<file path="src/rtl/alu_uart_sequencer.sv">
// ---------------------------------------------------------------------------
// alu_uart_sequencer
//
// Collects an ALU frame from a byte-wide UART receiver, presents it to an
// external combinational ALU and streams the result back out through a
// byte-wide UART transmitter.
//
// Frame on the wire: NB bytes of A, NB bytes of B, one opcode byte.
// Multi-byte operands and results travel least-significant byte first.
//
// Ports
//   clk       : single clock, rising edge
//   reset     : synchronous, active-low reset
//   d_in      : received byte, valid while rx_done is high
//   rx_done   : one-cycle pulse, d_in valid
//   rx_error  : one-cycle pulse, receiver framing/parity error
//   tx_done   : one-cycle pulse, transmitter finished current byte
//   alu_res   : combinational ALU result for the current a, b, op
//   a, b, op  : ALU operands and opcode (change only on frame completion)
//   tx_start  : one-cycle pulse, transmit d_out
//   d_out     : byte to transmit
//   busy      : frame in progress (first byte of A .. final tx_done)
//   err       : one-cycle pulse on any error
//   err_code  : last error (00 none, 01 rx_error, 10 timeout, 11 overrun)
// ---------------------------------------------------------------------------
module alu_uart_sequencer #(
  parameter int DATA_W  = 8,
  parameter int TIMEOUT = 1000000
) (
  input  logic              clk,
  input  logic              reset,
  input  logic [7:0]        d_in,
  input  logic              rx_done,
  input  logic              rx_error,
  input  logic              tx_done,
  input  logic [DATA_W-1:0] alu_res,
  output logic [DATA_W-1:0] a,
  output logic [DATA_W-1:0] b,
  output logic [7:0]        op,
  output logic              tx_start,
  output logic [7:0]        d_out,
  output logic              busy,
  output logic              err,
  output logic [1:0]        err_code
);

  localparam int NB = DATA_W / 8;
  localparam int CW = (NB > 1) ? $clog2(NB) : 1;
  localparam logic [CW-1:0] LAST_BYTE = CW'(NB - 1);
  localparam logic [31:0]   IDLE_LIMIT = 32'(TIMEOUT - 1);
  localparam bit            TMO_EN = (TIMEOUT != 0);

  localparam logic [1:0] ERR_NONE = 2'b00;
  localparam logic [1:0] ERR_RX   = 2'b01;
  localparam logic [1:0] ERR_TMO  = 2'b10;
  localparam logic [1:0] ERR_OVR  = 2'b11;

  typedef enum logic [2:0] {
    GET_A   = 3'd0,
    GET_B   = 3'd1,
    GET_OP  = 3'd2,
    EXEC    = 3'd3,
    SEND    = 3'd4,
    WAIT_TX = 3'd5
  } state_t;

  state_t            state_q, state_d;
  logic [CW-1:0]     k_q, k_d;
  logic [CW-1:0]     j_q, j_d;
  logic [31:0]       idle_q, idle_d;
  logic [DATA_W-1:0] a_sh_q, a_sh_d;
  logic [DATA_W-1:0] b_sh_q, b_sh_d;
  logic [DATA_W-1:0] a_q, a_d;
  logic [DATA_W-1:0] b_q, b_d;
  logic [7:0]        op_q, op_d;
  logic [DATA_W-1:0] res_q, res_d;
  logic              tx_start_q, tx_start_d;
  logic [7:0]        d_out_q, d_out_d;
  logic              busy_q, busy_d;
  logic              err_q, err_d;
  logic [1:0]        err_code_q, err_code_d;

  logic              tmo_active_s;
  logic              tmo_hit_s;
  logic              abort_s;
  logic [1:0]        abort_code_s;

  // Select byte idx (LSB first) out of a DATA_W-wide word.
  function automatic logic [7:0] pick_byte(input logic [DATA_W-1:0] v,
                                           input logic [CW-1:0]     idx);
    logic [7:0] r;
    r = 8'h00;
    for (int i = 0; i < NB; i++) begin
      if (idx == CW'(i)) begin
        r = v[8*i +: 8];
      end else begin
        r = r;
      end
    end
    return r;
  endfunction

  // Write byte idx (LSB first) of a DATA_W-wide word, leaving the rest intact.
  function automatic logic [DATA_W-1:0] put_byte(input logic [DATA_W-1:0] v,
                                                 input logic [CW-1:0]     idx,
                                                 input logic [7:0]        byte_in);
    logic [DATA_W-1:0] r;
    r = v;
    for (int i = 0; i < NB; i++) begin
      if (idx == CW'(i)) begin
        r[8*i +: 8] = byte_in;
      end else begin
        r = r;
      end
    end
    return r;
  endfunction

  // Inter-byte timeout is only armed once a frame has started receiving.
  always_comb begin
    tmo_active_s = 1'b0;
    if (TMO_EN) begin
      tmo_active_s = ((state_q == GET_A) && (k_q != {CW{1'b0}})) ||
                     (state_q == GET_B) || (state_q == GET_OP);
    end else begin
      tmo_active_s = 1'b0;
    end
    tmo_hit_s = tmo_active_s && (idle_q == IDLE_LIMIT);
  end

  // Next-state and next-output computation for the whole sequencer.
  always_comb begin
    state_d      = state_q;
    k_d          = k_q;
    j_d          = j_q;
    idle_d       = 32'd0;
    a_sh_d       = a_sh_q;
    b_sh_d       = b_sh_q;
    a_d          = a_q;
    b_d          = b_q;
    op_d         = op_q;
    res_d        = res_q;
    tx_start_d   = 1'b0;
    d_out_d      = d_out_q;
    busy_d       = busy_q;
    err_d        = 1'b0;
    err_code_d   = err_code_q;
    abort_s      = 1'b0;
    abort_code_s = ERR_NONE;

    case (state_q)
      GET_A, GET_B, GET_OP: begin
        // rx_error outranks a simultaneous rx_done: the byte is dropped.
        if (rx_error) begin
          abort_s      = 1'b1;
          abort_code_s = ERR_RX;
        end else if (rx_done) begin
          idle_d = 32'd0;
          case (state_q)
            GET_A: begin
              a_sh_d = put_byte(a_sh_q, k_q, d_in);
              if (k_q == {CW{1'b0}}) begin
                busy_d = 1'b1;
              end else begin
                busy_d = busy_q;
              end
              if (k_q == LAST_BYTE) begin
                k_d     = {CW{1'b0}};
                state_d = GET_B;
              end else begin
                k_d = k_q + {{(CW-1){1'b0}}, 1'b1};
              end
            end
            GET_B: begin
              b_sh_d = put_byte(b_sh_q, k_q, d_in);
              if (k_q == LAST_BYTE) begin
                k_d     = {CW{1'b0}};
                state_d = GET_OP;
              end else begin
                k_d = k_q + {{(CW-1){1'b0}}, 1'b1};
              end
            end
            default: begin
              // Opcode byte: the final B byte already sits in its shadow, so
              // all three ALU inputs update together on this edge. The opcode
              // is taken straight from the accepted byte.
              a_d     = a_sh_q;
              b_d     = b_sh_q;
              op_d    = d_in;
              state_d = EXEC;
            end
          endcase
        end else if (tmo_hit_s) begin
          abort_s      = 1'b1;
          abort_code_s = ERR_TMO;
        end else if (tmo_active_s) begin
          idle_d = idle_q + 32'd1;
        end else begin
          idle_d = 32'd0;
        end
      end

      EXEC: begin
        // Result byte 0 comes from alu_res directly since res_q is loaded
        // on this same edge.
        res_d      = alu_res;
        d_out_d    = pick_byte(alu_res, {CW{1'b0}});
        tx_start_d = 1'b1;
        j_d        = {CW{1'b0}};
        state_d    = SEND;
      end

      SEND: begin
        state_d = WAIT_TX;
      end

      WAIT_TX: begin
        if (tx_done) begin
          if (j_q == LAST_BYTE) begin
            busy_d  = 1'b0;
            state_d = GET_A;
          end else begin
            j_d        = j_q + {{(CW-1){1'b0}}, 1'b1};
            d_out_d    = pick_byte(res_q, j_q + {{(CW-1){1'b0}}, 1'b1});
            tx_start_d = 1'b1;
            state_d    = SEND;
          end
        end else begin
          state_d = WAIT_TX;
        end
      end

      default: begin
        state_d = GET_A;
        k_d     = {CW{1'b0}};
        busy_d  = 1'b0;
      end
    endcase

    // A byte arriving while the result is being sent is flagged and dropped;
    // rx_error alone is ignored in these states.
    if ((state_q == EXEC) || (state_q == SEND) || (state_q == WAIT_TX)) begin
      if (rx_done && !rx_error) begin
        err_d      = 1'b1;
        err_code_d = ERR_OVR;
      end else begin
        err_d = 1'b0;
      end
    end else begin
      err_d = err_d;
    end

    // Receive-side abort: drop the partial frame, keep a/b/op untouched.
    if (abort_s) begin
      state_d    = GET_A;
      k_d        = {CW{1'b0}};
      idle_d     = 32'd0;
      a_sh_d     = {DATA_W{1'b0}};
      b_sh_d     = {DATA_W{1'b0}};
      busy_d     = 1'b0;
      err_d      = 1'b1;
      err_code_d = abort_code_s;
    end else begin
      err_code_d = err_code_d;
    end
  end

  // State and output registers with synchronous active-low reset.
  always_ff @(posedge clk) begin
    if (!reset) begin
      state_q    <= GET_A;
      k_q        <= {CW{1'b0}};
      j_q        <= {CW{1'b0}};
      idle_q     <= 32'd0;
      a_sh_q     <= {DATA_W{1'b0}};
      b_sh_q     <= {DATA_W{1'b0}};
      a_q        <= {DATA_W{1'b0}};
      b_q        <= {DATA_W{1'b0}};
      op_q       <= 8'h00;
      res_q      <= {DATA_W{1'b0}};
      tx_start_q <= 1'b0;
      d_out_q    <= 8'h00;
      busy_q     <= 1'b0;
      err_q      <= 1'b0;
      err_code_q <= ERR_NONE;
    end else begin
      state_q    <= state_d;
      k_q        <= k_d;
      j_q        <= j_d;
      idle_q     <= idle_d;
      a_sh_q     <= a_sh_d;
      b_sh_q     <= b_sh_d;
      a_q        <= a_d;
      b_q        <= b_d;
      op_q       <= op_d;
      res_q      <= res_d;
      tx_start_q <= tx_start_d;
      d_out_q    <= d_out_d;
      busy_q     <= busy_d;
      err_q      <= err_d;
      err_code_q <= err_code_d;
    end
  end

  assign a        = a_q;
  assign b        = b_q;
  assign op       = op_q;
  assign tx_start = tx_start_q;
  assign d_out    = d_out_q;
  assign busy     = busy_q;
  assign err      = err_q;
  assign err_code = err_code_q;

endmodule
</file>
<file path="config.mk">
export PLATFORM = sky130hd
export DESIGN_NAME = alu_uart_sequencer
export DESIGN_NICKNAME = d
export VERILOG_FILES = /design/src/rtl/alu_uart_sequencer.sv
export SDC_FILE = /design/constraint.sdc
export NUM_CORES = 1
export LEC_CHECK = 0
export BUFFER_PORTS_ARGS = -buffer_cell sky130_fd_sc_hd__clkbuf_2
export CORE_ASPECT_RATIO = 1.1
export CORE_MARGIN = 2
export CORE_UTILIZATION = 56
export CTS_CLUSTER_SIZE = 8
export DETAILED_ROUTE_END_ITERATION = 10
export GPL_TIMING_DRIVEN = 0
export PLACE_DENSITY = 0.77
export SLEW_MARGIN = 20
export SYNTH_ARGS = -nofsm -noshare
export SYNTH_HDL_FRONTEND = slang
export SYNTH_SLANG_ARGS = --single-unit
</file>
<file path="constraint.sdc">
create_clock -name clk -period 2.7 [get_ports clk]
set_input_delay 0.27 -clock clk [delete_from_list [all_inputs] [get_ports clk]]
set_output_delay 0.27 -clock clk [all_outputs]
set_load 0.05 [all_outputs]
</file>
# Word-level counts from Yosys, hierarchy flattened

Cells that the tools add are included.
W data, S select, Z words.

Bits in registers: 98
Bits of input ports: 21
Output and inout bits: 37
Logic and storage cells: 113

$add $sub $neg: 3
Eq/ne operators: 16
Mux-type cells: 44
Bitwise gates (word level): 8
Reduce and logical (&&, ||, !) cells: 27

Operator list:

| operator                | count |
|---|---|
| $add A32 B1 Y32 const B | 1 |
| $eq A32 B20 Y1 const B  | 1 |
| $mux W8                 | 3 |
| $mux W1                 | 21 |
| $mux W3                 | 6 |
| $ne A2 B2 Y1 const B    | 8 |
| $pmux W8 S2             | 1 |
| $mux W2                 | 7 |
| $pmux W3 S4             | 1 |
| $reduce_and A4 Y1       | 3 |
| $reduce_and A5 Y1       | 2 |
| $not A1 Y1              | 8 |
| $reduce_and A7 Y1       | 1 |
| $reduce_or A7 Y1        | 1 |
| $eq A3 B2 Y1 const B    | 2 |
| $eq A3 B3 Y1 const B    | 2 |
| $ne A3 B3 Y1 const B    | 2 |
| $pmux W1 S2             | 3 |
| $pmux W3 S2             | 1 |
| $reduce_bool A2 Y1      | 3 |
| $reduce_or A2 Y1        | 3 |
| $reduce_or A3 Y1        | 2 |
| $logic_or A1 B1 Y1      | 4 |
| $reduce_and A2 Y1       | 2 |
| 7 further kinds         | 10 |

# Longest topological paths before layout

Gate-level depths: netlist of run 1.

Depth in word-level cells: 11
Depth in mapped cells: 6
Depth with buffers taken out: 5

# Worst setup path before layout of run 1

No wires, ideal clock.

Path type: reg2reg
From: register idle_q[10]
To: register idle_q[24]
Setup time: 0.079 ns
Data arrival time: 1.938 ns
Required time: 2.621 ns
Slack: 0.683 ns
Stages on the path, launching flop included: 7
Buffers on the path: 2
Clock period less this slack: 2.017 ns
Cells stage by stage: dfxtp_1 -> buf_2 -> nand4_2 -> or4_4 -> buf_6 -> or4_1 -> a211oi_2

Cells in the longest elaborated chain, start to end: 7
Elaborated cells on any way between the ends: 8
Classes of those cells: 1 x add/sub; 1 x eq/ne; 4 x mux; 2 x reduce/logical

Ends and longest elaborated chain:

| item                       | RTL line | source |
|---|---|---|
| start: declaration         | 70       | `logic [31:0] idle_q, idle_d;` |
| start signal: assignment   | 290      | `idle_q <= idle_d;` |
| $eq A32 B20 Y1             | 128      | `tmo_hit_s = tmo_active_s && (idle_q == IDLE_LIMIT);` |
| $logic_and A1 B1 Y1        | 128      |  |
| $mux W1                    | 193      | `end else if (tmo_hit_s) begin` |
| $mux W1                    | 157      | `end else if (rx_done) begin` |
| $mux W1                    | 154      | `if (rx_error) begin` |
| $mux W1                    | 151      | `case (state_q)` |
| $reduce_or A7 Y1 (no line) | -        |  |

Parallel ways exist; a longest one is shown, timed or not.
A chain may end at the register's enable or synchronous reset.

# Worst setup path after layout of run 1

From: register idle_q[2]
To: register idle_q[23]

Same word-level chain as after synthesis.

==> reports/metrics.cfg, run 1 <==
[die]
dieWidth_um = 82.7
ios = 58
row_count = 31
core_area_um2 = 6590
fp.dieH_um = 90.6
start_util_pct = 57.9
dieArea_um2 = 7490

[worst_setup_path]
ff2ff_setup_slack_ns = 0.34
crit_type = reg -> reg
path_max_fanout = 10
worstRegToRegCells = 6
reg2reg_to = idle_q[23]$_SDFF_PP0_
crit_path_end_kind = flip-flop
crit_required_ns = 2.97
r2r-start = idle_q[2]$_SDFF_PP0_
arrival_ns = 2.63
cp-start-kind = flip-flop

[synth]
ys_seq_area_share_pct = 46.2
syn_area_um2 = 3810
synthFlopType = dfxtp_1
syn_inst = 436
synth_nets = 458
synth_edf_count = 0
avgSynthCellArea_um2 = 8.75
ys_types = 41
yosys_warnings = 0
async_flop_share_pct = 0
ys_ff_latch = 88

[run]
drv_cap = 0

[route]
ant_nets = 0
drc = 0
initialDrtViolationCount = 158
drt_first_pass_iters = 4
wl_per_cell_um = 15.3
vias = 3414
routed_wl_um = 9010
via_per_inst = 5.79

[placed_design]
io_buffers = 56
place_congestion = 0.953
placed_area_um2 = 4200
dp_hpwl_um = 6460
dp.cells = 574

[global_routing]
grt_use_total_pct = 25.2
antenna_found_initial = 0
grt_pass1_wl_um = 14900
grt_pass1_vias = 3364
grt_start_max_net_pins = 17
grt_overflow = 0

[timing]
rsz0062_at_grt = no
timing.final.hold_violations = 0
fmax_ghz = 0.424
finalMaxSlewViolations = 0
worst_pin_slew_ns = 0.897
finalSetupTns_ns = 0
fin_crit_ns = 2.36
setup_violations = 0
period_share_pct = 87.4
finClkSkew_ns = 0.0124
slew_headroom_pct = 39.7

[clocking]
cts_root_buf = clkbuf_8
clk_pin_slew_ns = 0.09
clock_latency_ns = 0.36
post_cts_resized = 0
clock_sinks = 88
cts_tree = yes
htree_levels = 3
cts_hold_buffers = 0
cts_buffers = 9
clock_path_buffers = 2
cts_setup_buffers = 0

[run_status]
status = complete, no violations

[cells_and_area]
fin_area_um2 = 4410
fillers = 576
nets = 525
fin_cells = 590
final_util_pct = 66.8
num_antenna_cells = 0
area_delta_synth_final_pct = 15.5
drive_above_1_share_pct = 16.3

[pwr]
power_density_nw_per_um2 = 532
ir_drop_mv = 0.324
p_leak_nw = 1.57
power_mw = 2.34

[worst_hold_path]
hold_path.startpoint = alu_res[1]
hold_class = in -> reg
whs_path_depth = 3
hold_end = d_out[1]$_SDFFE_PN0P_

-- synthesized netlist by cell type, drive strengths merged (7+ instances only) --
cell type	n	area (um2)
a21oi	10	50.1
a211oi	14	110
nor3	40	200
nor4	12	81.3
o31ai	9	67.6
or4	10	80.1
xnor2	7	61.3
nand2	81	304
xor2	8	70.1
nand3	12	60.1
a21boi	33	248
clkbuf	22	82.6
inv	9	33.8
dfxtp	88	1760
nand4	13	93.8
mux2i	16	160
-- cell type report --
type	count	area [um2]	area share, %
Multi-Input combinational cell	312	1910	43.5
Buffer	27	114	2.58
Inverter	9	33.8	0.767
Clock inverter	7	75.1	1.70
Tap cell	82	103	2.33
Clock buffer	9	124	2.81
Timing Repair Buffer	56	280	6.36
Sequential cell	88	1760	40.0
-- worst max path at each step --
stage                          startpoint                    end  slack (ns)  depth (start not counted)
floorplan           idle_q[10]$_SDFF_PP0_  idle_q[24]$_SDFF_PP0_        0.68                          6
global placement     idle_q[2]$_SDFF_PP0_   idle_q[5]$_SDFF_PP0_        0.25                          6
detailed placement   idle_q[2]$_SDFF_PP0_  idle_q[23]$_SDFF_PP0_        0.16                          6
CTS                  idle_q[2]$_SDFF_PP0_  idle_q[23]$_SDFF_PP0_        0.15                          6
global route         idle_q[2]$_SDFF_PP0_  idle_q[23]$_SDFF_PP0_        0.19                          6
finish               idle_q[2]$_SDFF_PP0_  idle_q[23]$_SDFF_PP0_        0.34                          6
-- registers in the layout, summed over array words and instances, names as in the netlist --
name / count
op: 8
b: 8
state_q: 3
b_sh_q: 8
busy: 1
a_sh_q: 8
idle_q: 32
d_out: 8
tx_start: 1
a: 8
err: 1
err_code: 2
-- power breakdown --
group	internal [mW]	switching (mW)	total (mW)
Combinational	0.0365	0.0590	0.0955
Clock	0.438	0.502	0.940
Sequential	1.30	0.00452	1.31
Total	1.78	0.565	2.34
-- cell families after synthesis --
group                    Yosys count  share of synthesized area [%]
AO/OA/AOI/OAI                     79                           14.7
XOR/XNOR                          15                           3.44
adder cells (fa/ha/maj)            1                          0.328
buffers and inverters             36                           3.87
flip-flops                        88                           46.2
multiplexers                      16                           4.20
AND/OR/NAND/NOR                  201                           27.3
-- worst max-delay path, cell delays in order (launching register included) --
cell	delay, ns
dfxtp_1	0.44
and4_1	0.23
clkbuf_1	0.29
nand3_1	0.28
clkbuf_1	0.32
or4_1	0.45
a211oi_1	0.26
-- layout by cell type (no fill, tap or decap), types with 2 or more instances in the layout --
cell	n
nor2b_1	2
inv_6	4
mux2i_1	16
a2111oi_0	2
a211oi_1	13
dfxtp_1	88
inv_1	9
clkbuf_1	22
a21boi_0	33
nor2_1	4
nand3_1	12
nor3b_1	2
nand4_1	11
or3_1	5
o31ai_1	9
xor2_1	8
clkbuf_8	9
nor4b_1	3
a31oi_1	3
buf_2	4
clkinv_2	2
nor3_1	40
clkbuf_2	56
nand2_1	81
or4_1	8
a21oi_1	10
and4_1	5
and2_1	4
xnor2_1	7
and3_1	2
nand4_2	2
nor4_1	11
nand2b_1	3
o21ai_0	6
-- through the flow --
stage	hold WS, ns	setup slack, ns
6_report	0.129	0.341
5_1_grt	0.136	0.185
3_3_place_gp	0.451	0.253
2_1_floorplan	0.415	0.683
3_5_place_dp	0.458	0.161
4_1_cts	0.119	0.153
-- layer usage --
layer / share of wire (%) / GRT usage, % / vias to the layer above
met1: 43 / 30.5 / 1615
met4: 1.7 / 10.9 / 0
met3: 4.1 / 4.60 / 14
li1: - / - / 1708
met5: 0 / 0 / -
met2: 51 / 42.7 / 77
Power figures use the tool's default switching activity.
==> run 2: changes to the inputs <==
--- a/config.mk
+++ b/config.mk
@@ -6,6 +6,7 @@
 export NUM_CORES = 1
 export LEC_CHECK = 0
 export BUFFER_PORTS_ARGS = -buffer_cell sky130_fd_sc_hd__clkbuf_2
+export CAP_MARGIN = 5
 export CORE_ASPECT_RATIO = 1.1
 export CORE_MARGIN = 2
 export CORE_UTILIZATION = 56
@@ -13,6 +14,8 @@
 export DETAILED_ROUTE_END_ITERATION = 10
 export GPL_TIMING_DRIVEN = 0
 export PLACE_DENSITY = 0.77
+export REMOVE_ABC_BUFFERS = 1
+export SKIP_CTS_REPAIR_TIMING = 1
 export SLEW_MARGIN = 20
 export SYNTH_ARGS = -nofsm -noshare
 export SYNTH_HDL_FRONTEND = slang
==> run 2 against run 1 <==
Effect of this change: routed wire length is 10% lower; register-to-register slack better by 0.14 ns; via count is 3.5% lower; utilization is 0.51 points lower; clock skew is 0.0060 ns higher; hold slack better by 0.013 ns; global-route usage is 2.8 points lower; critical endpoint is now idle_q[25]$_SDFF_PP0_; largest cell class unchanged; highest routed layer unchanged.
==> reports/metrics.cfg, run 2 (synthesis gave the netlist of run 1 again) <==
[clocking]
cts_root_buf = clkbuf_8
clock_path_buffers = 2
clock_latency_ns = 0.37
htree_levels = 3
cts_tree = yes
cts_buffers = 9
clock_sinks = 88
clk_pin_slew_ns = 0.10

[placed_design]
place_ws_ns = 0.495
place_congestion = 0.848
placed_area_um2 = 4180
dp.cells = 554
io_buffers = 57
dp_hpwl_um = 5550

[worst_setup_path]
crit_path_end_kind = flip-flop
crit_required_ns = 2.96
worstRegToRegCells = 4
ff2ff_setup_slack_ns = 0.48
cp-startpoint = idle_q[17]$_SDFF_PP0_
arrival_ns = 2.48
reg2reg_to = idle_q[25]$_SDFF_PP0_
cp-start-kind = flip-flop
path_max_fanout = 14
crit_type = reg -> reg
r2r-start = idle_q[17]$_SDFF_PP0_
critPathCapture = idle_q[25]$_SDFF_PP0_

[cells_and_area]
layout_commonest_cell = dfxtp_1
final_cell_mix = 88 x dfxtp_1, 81 x nand2_1, 57 x clkbuf_2
num_antenna_cells = 0
nets = 505
drive_above_1_share_pct = 17.8
fin_area_um2 = 4370
regMostFlops = idle_q
fin_cells = 570
area_delta_synth_final_pct = 14.6
final_util_pct = 66.3
largest_reg_flops = 32

[die]
core_area_um2 = 6590
dieWidth_um = 82.7
start_util_pct = 57.9
dieArea_um2 = 7490
fp.dieH_um = 90.6
row_count = 31
ios = 58

[pwr]
internal-power_mw = 1.71
pwr-share-seq_pct = 56.9
power_mw = 2.30
p_leak_nw = 1.55
power.share.clock_pct = 39.1
power_switching_mw = 0.596
comb_power_share_pct = 4.0
power_density_nw_per_um2 = 526
swShare_pct = 25.9
ir_drop_mv = 0.477

[global_routing]
grt_overflow = 0
grt_start_max_net_pins = 39
grt_pass1_wl_um = 13400
grt_use_total_pct = 22.4
grt_pass1_vias = 2960
antenna_found_initial = 0

[timing]
fin_crit_ns = 2.22
period_share_pct = 82.1
rsz0062_at_grt = no
setup_violations = 0
hold-worst-slack_ns = 0.142
worst_pin_slew_ns = 0.860
setup_slack_ns = 0.483
finalMaxSlewViolations = 0
finClkSkew_ns = 0.0184
timing.final.hold_violations = 0
fmax_ghz = 0.451
finalSetupTns_ns = 0
slew_headroom_pct = 42.1

[route]
via_per_inst = 5.78
routed_wl_um = 8100
drc = 0
wl_per_cell_um = 14.2
initialDrtViolationCount = 202
ant_nets = 0
vias = 3293
drt_first_pass_iters = 5

[run_status]
status = complete, no violations

[run]
drv_cap = 0

[worst_hold_path]
hold_class = in -> reg

[run 2: cell count changes in the layout (fill, tap and decap cells not counted), moves of 4 or more]
cell	delta
buf_6	+4
clkbuf_1	-22
buf_2	-4
inv_8	+4
inv_6	-4
[run 2: layer usage]
metal / global-route usage, % / vias up / share of wire (%)
li1: - / 1666 / -
met5: 0 / - / 0
met3: 5.00 / 9 / 4.1
met4: 6.28 / 0 / 0.89
met2: 37.2 / 71 / 49
met1: 28.9 / 1547 / 46
[run 2: layout make-up]
class	count	area (um2)
multi-input combinational	312	1920
sequential	88	1760
clock inverter	7	70.1
tap	82	103
inverter	9	33.8
fill	571	2220
clock buffer	9	124
timing repair buffer	63	357
[run 2: how the worst min path moves through the flow]
stage                            from               endpoint  slack (ns)  depth (start not counted)
2_1_floorplan                   reset         err$_SDFF_PN0_        0.40                          1
5_1_grt                    alu_res[2]  d_out[2]$_SDFFE_PN0P_        0.14                          3
6_report                   alu_res[2]  d_out[2]$_SDFFE_PN0P_        0.14                          3
3_3_place_gp   b_sh_q[3]$_SDFFE_PP0P_      b[3]$_SDFFE_PN0P_        0.45                          2
3_5_place_dp   a_sh_q[0]$_SDFFE_PP0P_      a[0]$_SDFFE_PN0P_        0.46                          2
4_1_cts                    alu_res[6]  d_out[6]$_SDFFE_PN0P_        0.14                          3
[run 2: critical path, cell delays in order, from the launching register on]
cell and delay (ns):
dfxtp_1 0.42, nand4_2 0.23, or4_4 0.69, or4_1 0.53, a211oi_1 0.25
[run 2: power by group through the flow]
stage | sequential (mW) | clock, mW | combinational (mW)
2_1_floorplan | 1.35 | 0 | 0.0378
3_3_place_gp | 1.34 | 0 | 0.0885
3_5_place_dp | 1.34 | 0 | 0.0927
4_1_cts | 1.31 | 0.911 | 0.0934
5_1_grt | 1.31 | 0.969 | 0.101
6_report | 1.31 | 0.899 | 0.0929
==> run 3: changes to the inputs <==
--- a/config.mk
+++ b/config.mk
@@ -5,15 +5,16 @@
 export SDC_FILE = /design/constraint.sdc
 export NUM_CORES = 1
 export LEC_CHECK = 0
+export ABC_AREA = 1
 export BUFFER_PORTS_ARGS = -buffer_cell sky130_fd_sc_hd__clkbuf_2
 export CAP_MARGIN = 5
 export CORE_ASPECT_RATIO = 1.1
 export CORE_MARGIN = 2
-export CORE_UTILIZATION = 56
+export CORE_UTILIZATION = 57
 export CTS_CLUSTER_SIZE = 8
 export DETAILED_ROUTE_END_ITERATION = 10
 export GPL_TIMING_DRIVEN = 0
-export PLACE_DENSITY = 0.77
+export PLACE_DENSITY = 0.78
 export REMOVE_ABC_BUFFERS = 1
 export SKIP_CTS_REPAIR_TIMING = 1
 export SLEW_MARGIN = 20
==> constraint.sdc (replaced) <==
create_clock -name clk -period 2.2 [get_ports clk]
set_input_delay 0.22 -clock clk [delete_from_list [all_inputs] [get_ports clk]]
set_output_delay 0.22 -clock clk [all_outputs]
set_load 0.05 [all_outputs]
==> run 3 against run 2 <==
Effect of this change: sequential cell count stayed put; setup slack worse by 0.34 ns; clock-buffer cell count is 1 higher; synthesized area is 4.2% higher; critical path type unchanged; highest routed layer unchanged.
==> reports/metrics.cfg, run 3 <==
[die]
ios = 58
core_area_um2 = 6670
dieArea_um2 = 7660
fp.dieH_um = 91.6
start_util_pct = 59.6
dieWidth_um = 83.6
row_count = 31

[worst_setup_path]
ff2ff_setup_slack_ns = 0.14
crit_path_end_kind = flip-flop
arrival_ns = 2.35
path_delay_family = simple AND/OR/NAND/NOR gates
path_max_fanout = 32
worstPathCellList = nor2_1 > nor2_2 > inv_1 > nor3_2 > nand3_4 > nor3_1
max_stage_delay_ns = 0.65
crit_type = reg -> reg
cp_slowest_cell = dfxtp_1
crit_required_ns = 2.49
critPathBufInv = 1
cp-start-kind = flip-flop

[pwr]
p_leak_nw = 1.83
pwr-share-seq_pct = 55.3
swShare_pct = 24.1
ir_drop_mv = 0.490
power.share.clock_pct = 40.1
power_switching_mw = 0.703
power_density_nw_per_um2 = 648
internal-power_mw = 2.21
comb_power_share_pct = 4.6

[run]
drv_cap = 0

[cells_and_area]
area_delta_synth_final_pct = 13.2
final_cell_mix = 128 x nor2_1, 110 x nand2_1, 88 x dfxtp_1
regMostFlops = idle_q
drive_above_1_share_pct = 18.6
largest_reg_flops = 32
nets = 631
layout_commonest_cell = nor2_1
fillers = 601
fin_cells = 696
final_util_pct = 67.5
fin_area_um2 = 4500
num_antenna_cells = 0

[timing]
fin_crit_ns = 2.06
finClkSkew_ns = 0.0142
setup_violations = 0
slew_headroom_pct = 57.1
period_share_pct = 93.7
fmax_ghz = 0.485
finalMaxSlewViolations = 0
worst_pin_slew_ns = 0.644
timing.final.hold_violations = 0

[clocking]
clock_latency_ns = 0.36
cts_tree = yes
clock_sinks = 88
htree_levels = 3
clk_pin_slew_ns = 0.09
cts_root_buf = clkbuf_8
cts_buffers = 9
clock_path_buffers = 2

[synth]
synth_area_leaders = dfxtp_1 44%, nor2_1 12%, nand2_1 10%, inv_1 4.6%, o21ai_0 4.2%
yosys.area.top_type = dfxtp_1
syn_inst = 555
ys_top_cells_by_count = 128 x nor2_1, 110 x nand2_1, 88 x dfxtp_1, 49 x inv_1, 33 x o21ai_0
synthFlopType = dfxtp_1
yosys_warnings = 0
synth.top_cell.area_share_pct = 44.3
synth_edf_count = 0
avgSynthCellArea_um2 = 7.16
ys_seq_area_share_pct = 44.3
ys_types = 35
ys_ff_latch = 88
syn_area_um2 = 3980
yosysMostFrequentCell = nor2_1
async_flop_share_pct = 0

[route]
drt_first_pass_iters = 5
via_per_inst = 5.26
ant_nets = 0
drc = 0
routed_wl_um = 9150
vias = 3663
initialDrtViolationCount = 228
wl_per_cell_um = 13.1

[global_routing]
grt_pass1_wl_um = 15000
grt_use_total_pct = 24.0
grt_overflow = 0
grt_start_max_net_pins = 37
grt_pass1_vias = 3376
antenna_found_initial = 0

[placed_design]
placed_area_um2 = 4260
dp.cells = 678
dp_hpwl_um = 6330
io_buffers = 57
place_congestion = 0.936

[worst_hold_path]
hold_class = in -> reg

[run_status]
status = complete, no violations

[run 3: changes by cell type after synthesis, sizes merged, moves of 26 or more]
cell	delta
a21boi	-33
a21oi	+26
inv	+44
nand2	+36
nor2	+137
nor3	-27
o21ai	+29
[run 3: final timing paths]
kind	cells after the start	to	startpoint
min	3	d_out[0]$_SDFFE_PN0P_	alu_res[0]
max reg2reg	6	idle_q[18]$_SDFF_PP0_	state_q[0]$_SDFFE_PP0P_
min reg2reg	2	idle_q[31]$_SDFF_PP0_	idle_q[31]$_SDFF_PP0_
max	6	idle_q[18]$_SDFF_PP0_	state_q[0]$_SDFFE_PP0P_
[run 3: final cells by class]
type / instances / area [um2] / share of cell area [%]
multi-input cells: 399 / 1930 / 42.9
flip-flops and latches: 88 / 1760 / 39.1
repair buffers: 57 / 285 / 6.34
inverters: 53 / 203 / 4.50
clock buffers: 10 / 138 / 3.06
well taps: 82 / 103 / 2.28
clock inverters: 6 / 73.8 / 1.64
repair inverters: 1 / 7.51 / 0.167
[run 3: worst register-to-register path, cell delays in order, from the launching register on]
cell     delay, ns
dfxtp_1       0.65
nor2_1        0.19
nor2_2        0.21
inv_1         0.09
nor3_2        0.21
nand3_4       0.35
nor3_1        0.28
[run 3: through the flow]
step / setup TNS (ns) / power, mW / hold slack, ns / worst slack (ns)
after CTS: -0.520 / 2.94 / 0.102 / -0.0606
final: 0 / 2.92 / 0.104 / 0.139
after floorplan: 0 / 1.73 / 0.355 / 0.532
after global placement: 0 / 1.78 / 0.449 / 0.0725
after global routing: -0.0241 / 3.03 / 0.113 / -0.0134
after detailed placement: -0.0383 / 1.78 / 0.453 / -0.0188
[run 3: cell families after synthesis]
kind of cell | synth area share, %
AOI/OAI and AO/OA | 9.88
xor gates and xnor gates | 2.64
adders and majority gates | 0.315
buffers and inverters | 7.49
DFF | 44.3
and+or+nand+nor | 35.3
[run 3: power by group through the flow]
stage          registers [mW]  clock network [mW]  logic (mW)
2_1_floorplan            1.67                   0      0.0603
3_3_place_gp             1.65                   0       0.129
4_1_cts                  1.61                1.19       0.133
6_report                 1.61                1.17       0.135
5_1_grt                  1.62                1.26       0.148
3_5_place_dp             1.65                   0       0.132
[run 3: metal layers]
metal  part of all wire (%)  track usage [%]  up-vias
met3                    5.9             5.82       12
met4                    1.6             9.01        0
li1                       -                -     1875
met2                     46             38.1      109
met5                      0                0        -
met1                     47             31.5     1667
